$ cat src/rtl/dmem_pkg.sv
// Shared types and helpers for the sized data memory.
// Size codes, FSM states and the alignment check.
package dmem_pkg;

  localparam logic [1:0] SZ_BYTE = 2'b00;
  localparam logic [1:0] SZ_HALF = 2'b01;
  localparam logic [1:0] SZ_WORD = 2'b10;
  localparam logic [1:0] SZ_ILL  = 2'b11;

  typedef enum logic [1:0] {
    IDLE = 2'd0,
    WAIT = 2'd1,
    RESP = 2'd2
  } dmem_state_t;

  // Illegal size is treated as a misalignment
  function automatic logic is_misaligned(
    input logic [1:0] size,
    input logic [1:0] addr_lo
  );
    return (size == SZ_ILL)
        || ((size == SZ_HALF) && addr_lo[0])
        || ((size == SZ_WORD) && (addr_lo != 2'b00));
  endfunction

endpackage

$ cat src/rtl/dmem_lane_align.sv
// Big-endian byte-lane steering for stores and loads.
// Lane k is the byte at word-aligned base + k.
module dmem_lane_align
  import dmem_pkg::*;
(
  input  logic [1:0]  size,
  input  logic [1:0]  off,
  input  logic        sgn,
  input  logic [31:0] wdata,
  input  logic [31:0] rword,
  output logic [3:0]  be,
  output logic [31:0] wlane,
  output logic [31:0] rdata
);

  logic [7:0]  rbyte;
  logic [15:0] rhalf;

  // Lane enables, replicated store data and extended load data
  always_comb begin
    be    = 4'b0000;
    wlane = 32'd0;
    rdata = 32'd0;
    rbyte = 8'd0;
    unique case (off)
      2'd0: rbyte = rword[31:24];
      2'd1: rbyte = rword[23:16];
      2'd2: rbyte = rword[15:8];
      2'd3: rbyte = rword[7:0];
      default: rbyte = 8'd0;
    endcase
    rhalf = off[1] ? rword[15:0] : rword[31:16];
    unique case (1'b1)
      size == SZ_BYTE: begin
        be    = 4'b0001 << off;
        wlane = {4{wdata[7:0]}};
        rdata = {{24{sgn & rbyte[7]}}, rbyte};
      end
      size == SZ_HALF: begin
        be    = off[1] ? 4'b1100 : 4'b0011;
        wlane = {2{wdata[15:0]}};
        rdata = {{16{sgn & rhalf[15]}}, rhalf};
      end
      size == SZ_WORD: begin
        be    = 4'b1111;
        wlane = wdata;
        rdata = rword;
      end
      default: begin
        be    = 4'b0000;
        wlane = 32'd0;
        rdata = 32'd0;
      end
    endcase
  end

endmodule

$ cat src/rtl/data_mem_sized.sv
// Multi-cycle byte/half/word data memory, big-endian.
// Req/Ready handshake with configurable wait states.
module data_mem_sized
  import dmem_pkg::*;
#(
  parameter int ADDR_W      = 8,
  parameter int WAIT_CYCLES = 1
) (
  input  logic        clk,
  input  logic        Reset,
  input  logic        Req,
  output logic        Ready,
  input  logic        WR,
  input  logic [1:0]  Size,
  input  logic        Signed,
  input  logic [31:0] DAddr,
  input  logic [31:0] DataIn,
  output logic [31:0] DataOut,
  output logic        Valid,
  output logic        Done,
  output logic        AlignErr
);

  localparam logic [3:0] CNT_LOAD =
    (WAIT_CYCLES > 0) ? 4'(WAIT_CYCLES - 1) : 4'd0;

  dmem_state_t       state_q, state_d;
  logic [3:0]        cnt_q, cnt_d;
  logic              rdy_q, rdy_d;
  logic              wr_q, wr_d;
  logic [1:0]        size_q, size_d;
  logic              sgn_q, sgn_d;
  logic [ADDR_W-1:0] addr_q, addr_d;
  logic [31:0]       din_q, din_d;
  logic              err_q, err_d;
  logic [31:0]       dout_q, dout_d;

  logic [7:0]        mem_q [2**ADDR_W];

  logic              accept;
  logic              err_now;
  logic              commit;
  logic              cur_wr;
  logic [1:0]        cur_size;
  logic              cur_sgn;
  logic [ADDR_W-1:0] cur_addr;
  logic [31:0]       cur_din;
  logic [ADDR_W-1:0] lane_addr [4];
  logic [31:0]       rword;
  logic [3:0]        be;
  logic [31:0]       wlane;
  logic [31:0]       rdata;

  assign accept  = rdy_q && (state_q == IDLE) && Req;
  assign err_now = is_misaligned(Size, DAddr[1:0])
                || ((DAddr >> ADDR_W) != 32'd0);

  // With no wait states the access uses the live inputs
  assign cur_wr   = (state_q == IDLE) ? WR : wr_q;
  assign cur_size = (state_q == IDLE) ? Size : size_q;
  assign cur_sgn  = (state_q == IDLE) ? Signed : sgn_q;
  assign cur_addr = (state_q == IDLE) ? DAddr[ADDR_W-1:0] : addr_q;
  assign cur_din  = (state_q == IDLE) ? DataIn : din_q;

  assign commit = (accept && !err_now && (WAIT_CYCLES == 0))
               || ((state_q == WAIT) && (cnt_q == 4'd0));

  genvar g;
  generate
    for (g = 0; g < 4; g++) begin : g_lane
      assign lane_addr[g] = {cur_addr[ADDR_W-1:2], 2'(g)};
      assign rword[31-8*g -: 8] = mem_q[lane_addr[g]];
    end
  endgenerate

  dmem_lane_align u_align (
    .size  (cur_size),
    .off   (cur_addr[1:0]),
    .sgn   (cur_sgn),
    .wdata (cur_din),
    .rword (rword),
    .be    (be),
    .wlane (wlane),
    .rdata (rdata)
  );

  // Next-state, request latch and load result
  always_comb begin
    state_d = state_q;
    cnt_d   = cnt_q;
    rdy_d   = 1'b1;
    wr_d    = wr_q;
    size_d  = size_q;
    sgn_d   = sgn_q;
    addr_d  = addr_q;
    din_d   = din_q;
    err_d   = err_q;
    dout_d  = dout_q;
    unique case (state_q)
      IDLE: begin
        if (accept) begin
          wr_d   = WR;
          size_d = Size;
          sgn_d  = Signed;
          addr_d = DAddr[ADDR_W-1:0];
          din_d  = DataIn;
          err_d  = err_now;
          if (err_now || (WAIT_CYCLES == 0)) begin
            state_d = RESP;
          end else begin
            state_d = WAIT;
            cnt_d   = CNT_LOAD;
          end
        end
      end
      WAIT: begin
        if (cnt_q == 4'd0) state_d = RESP;
        else cnt_d = cnt_q - 4'd1;
      end
      RESP: state_d = IDLE;
      default: state_d = IDLE;
    endcase
    if (commit && !cur_wr) dout_d = rdata;
  end

  // Control and request registers
  always_ff @(posedge clk or negedge Reset) begin
    if (!Reset) begin
      state_q <= IDLE;
      cnt_q   <= 4'd0;
      rdy_q   <= 1'b0;
      wr_q    <= 1'b0;
      size_q  <= SZ_BYTE;
      sgn_q   <= 1'b0;
      addr_q  <= '0;
      din_q   <= 32'd0;
      err_q   <= 1'b0;
      dout_q  <= 32'd0;
    end else begin
      state_q <= state_d;
      cnt_q   <= cnt_d;
      rdy_q   <= rdy_d;
      wr_q    <= wr_d;
      size_q  <= size_d;
      sgn_q   <= sgn_d;
      addr_q  <= addr_d;
      din_q   <= din_d;
      err_q   <= err_d;
      dout_q  <= dout_d;
    end
  end

  // Byte-array RAM, written on the edge entering RESP
  always_ff @(posedge clk) begin
    if (commit && cur_wr) begin
      for (int k = 0; k < 4; k++) begin
        if (be[k]) mem_q[lane_addr[k]] <= wlane[31-8*k -: 8];
      end
    end
  end

  assign Ready    = rdy_q && (state_q == IDLE);
  assign Valid    = (state_q == RESP) && !err_q && !wr_q;
  assign Done     = (state_q == RESP) && !err_q && wr_q;
  assign AlignErr = (state_q == RESP) && err_q;
  assign DataOut  = dout_q;

endmodule

$ cat config.mk
export PLATFORM = sky130hd
export DESIGN_NAME = data_mem_sized
export DESIGN_NICKNAME = d
export VERILOG_FILES = /design/src/rtl/dmem_pkg.sv /design/src/rtl/dmem_lane_align.sv /design/src/rtl/data_mem_sized.sv
export SDC_FILE = /design/constraint.sdc
export NUM_CORES = 2
export LEC_CHECK = 0
export CAP_MARGIN = 40
export CORE_AREA = 2 2 338 507
export CTS_CLUSTER_SIZE = 20
export DETAILED_ROUTE_END_ITERATION = 10
export DIE_AREA = 0 0 340 509
export PLACE_DENSITY = 0.71
export RECOVER_POWER = 25
export SLEW_MARGIN = 20
export SYNTH_ARGS = -nofsm -noshare
export SYNTH_HDL_FRONTEND = slang
export SYNTH_SLANG_ARGS = --single-unit
export TNS_END_PERCENT = 5
$ cat constraint.sdc
create_clock -name clk -period 11.6 [get_ports clk]
set_input_delay 1.16 -clock clk [delete_from_list [all_inputs] [get_ports clk]]
set_output_delay 1.16 -clock clk [all_outputs]
set_load 0.01 [all_outputs]
==> flow_summary.yaml <==
yosys:
  ys.warnings.count: 0
  ys.flop_type: "edfxtp_1"
  yosysSeqAreaShare_pct: 75.86
  ys_seq_elements: 2132
  syn_nets: 5849
  yosysUniqueCellTypes: 101
  synth.most_common_cell: "edfxtp_1"
  synth_area_leader_cell: "edfxtp_1"
  syn_area_per_cell_um2: 14.51
  netlist_area_mm2: 0.08384
  synth_edf_count: 2048
  synth-async-reset-ratio_pct: 3.940
  syn_inst: 5777
  synthTopCellsByArea: "edfxtp_1 (73%), o22ai_1 (3.8%), nand2_1 (3.3%)"
  ys_top_cells_by_count: "edfxtp_1 (2048), nand2_1 (726), o22ai_1 (505)"
  netlist.area_leader.share_pct: 73.36
grt:
  groute.usage.overall_pct: 32.38
  antenna_found_initial: 10
  grt_pass1_wl_um: 400500
  overflow: 0
  grt_pass1_vias: 55100
  grt_max_degree: 130
clock_tree:
  cts.htree.levels: 4
  ctsHoldBuffers: 0
  post_cts_buffers: 0
  cts_made_buffers: 174
  cts_tree: "yes"
  path_clk_slew_ns: 0.07
  clkSinkCount: 2132
  cts-root-buf: "clkbuf_16"
  clkLatencyLatePin_ns: 0.85
  cts_buffer_depth: 3
  ctsResizeCount: 0
timing:
  clock.fmax_mhz: 116.6
  max_slew.worst_pin.slew_ns: 3.235
  rsz0062_at_grt: "false"
  setup_violations: 0
  setup_tns_ns: 0
  min_period_ns: 8.578
  fin_skew_ns: 0.03425
  hold_viol_final: 0
  worst_hold_slack_ns: 0.4764
  slew_headroom_pct: -115.7
  period_share_pct: 73.94
  slew_viol_final: 768
routing:
  first_pass_iters: 8
  vias_per_cell: 6.880
  drtIter0Drc: 8969
  vias: 58100
  wl_um: 285600
  drc: 0
  drtAntennaViolNets: 0
  route.detailed.wl_per_inst_um: 33.82
setup_path:
  cpLargestDelayFamily: "buffers and inverters"
  startpoint_type: "flop"
  cp_num_buf_inv: 4
  r2r_end: "mem_q[10][22]"
  crit_path_max_incr_delay_ns: 2.22
  endpoint_kind: "flop"
  r2r_cells: 9
  r2r_slack_ns: 3.02
  critical_path_required_ns: 11.76
  critPathMaxFanout: 64
  cpMaxStageDelayCell: "clkbuf_1"
  r2r-start: "state_q[1]"
  worst-setup-path-type: "flop to flop"
  cp.arrival_ns: 8.73
  crit_chain: "clkbuf_1 -> nor2_1 -> clkbuf_1 -> mux2i_1 -> nor2_1 -> nor2_1 -> buf_4 -> o2bb2ai_4 -> clkbuf_1"
job:
  maxCapViolations: 15
placed_design:
  dpl.hpwl_um: 170300
  routabilityCongestion: 0.9576
  placement.io_buffers: 106
cells_and_area:
  syn2layout_area_growth_pct: 13.92
  nets: 6120
  drive_gt1_share_pct: 13.09
  final_util_pct: 56.60
die:
  pin_count: 107
  die_area_mm2: 0.1731
  dieHeight_um: 509
  die_w_um: 340
  rows: 185
  start_util_pct: 49.68
  core_mm2: 0.1687
power_and_ir_drop:
  total_power_mw: 17.83
  ir_drop_v: 0.0001821
  p_leak_nw: 30.99
  p_per_area_mw_per_mm2: 186.7
worst_hold_path:
  min_to: "din_q[18]"
  whs_path_depth: 2
  hp-start: "din_q[18]"
  hold_path_class: "flop to flop"
run_status:
  outcome: "finished, violations left"
  violations: "max-capacitance violations, max-slew violations"
## cells in the final DEF (no fill, tap or decap), drive strengths merged, types with 8 or more instances in the layout
cell and n:
nand2 729, o22ai 505, nor2 290, o221ai 70, o21ai 205, o21a 9
a211oi 61, or3 12, nand3 118, a32o 8, clkinvlp 9, a31oi 72
a32oi 94, bufinv 24, nand4 18, mux2i 69, diode 12, inv 21
o22a 8, and3 52, a21oi 312, o2111ai 9, a221oi 17, clkbuf 225
clkdlybuf4s50 71, a22oi 41, clkinv 73, buf 395, nor4 49, o211ai 49
or4 11, dlygate4sd3 34, o2bb2ai 9, dfrtp 84, nor3 254, edfxtp 2048
## how the worst max path moves through the flow
stage	from	end	slack, ns	depth (start not counted)
2_1_floorplan	state_q[1]	mem_q[0][0]	6.44	8
3_3_place_gp	DAddr[2]	DataOut[8]	4.59	11
3_5_place_dp	DAddr[3]	DataOut[3]	5.04	12
4_1_cts	DAddr[3]	DataOut[3]	5.88	12
5_1_grt	state_q[1]	mem_q[27][27]	2.81	8
6_report	state_q[1]	mem_q[10][22]	3.02	9
## power by group
group / switching [mW] / leakage [nW] / total, mW / internal [mW]
Sequential: 0.0586 / 19.6 / 8.94 / 8.88
Clock: 2.80 / 2.84 / 6.13 / 3.34
Combinational: 2.14 / 8.54 / 2.75 / 0.620
## per-layer routing
layer	GRT usage, %	wire [um]	up-vias
li1	-	-	23330
met1	38.91	91390	28530
met2	50.10	129700	5056
met3	8.158	39080	1184
met4	25.33	25350	6
met5	0	39	-
## kinds of logic after synthesis
kind of cell	after synthesis	synth area share, %
buf+inv	442	2.697
compound gates	1537	12.02
fa+ha+maj	1	0.01492
mux	76	0.9462
simple gates	1587	8.446
flops	2132	75.86
other cells	1	0.004473
xor+xnor	1	0.01045
## registers in the layout, indices dropped and copies added (netlist names)
| name | count |
|---|---|
| mem_q | 2048 |
| DataOut | 32 |
| din_q | 32 |
| addr_q | 8 |
| cnt_q | 4 |
| size_q | 2 |
| state_q | 2 |
| err_q | 1 |
| rdy_q | 1 |
| sgn_q | 1 |
| wr_q | 1 |
## layout make-up
cell class	instances	area (um2)
antenna	12	30.03
clock buffer	199	4469
clock inverter	117	1365
fill	12750	73240
inverter	10	37.54
multi-input combinational	3203	18740
sequential	2132	63600
tap	2244	2808
timing repair buffer	527	4454
## metrics by stage
stage / cell area (um2) / std cells / setup slack, ns
2_1_floorplan: 83840 / 5777 / 6.439
3_3_place_gp: 88710 / 7991 / 4.587
3_5_place_dp: 89560 / 8077 / 5.040
4_1_cts: 95400 / 8393 / 5.877
5_1_grt: 95480 / 8433 / 2.811
6_report: 95510 / 8444 / 3.022
## worst register-to-register path, delay by kind of cell (launching register included)
kind	cells	cell delay, ns
buffers and inverters	4	4.77
muxes	1	0.94
DFF	1	0.40
and+or+nand+nor	3	1.57
AOI/OAI and AO/OA	1	0.12
Power figures use the tool's default switching activity.
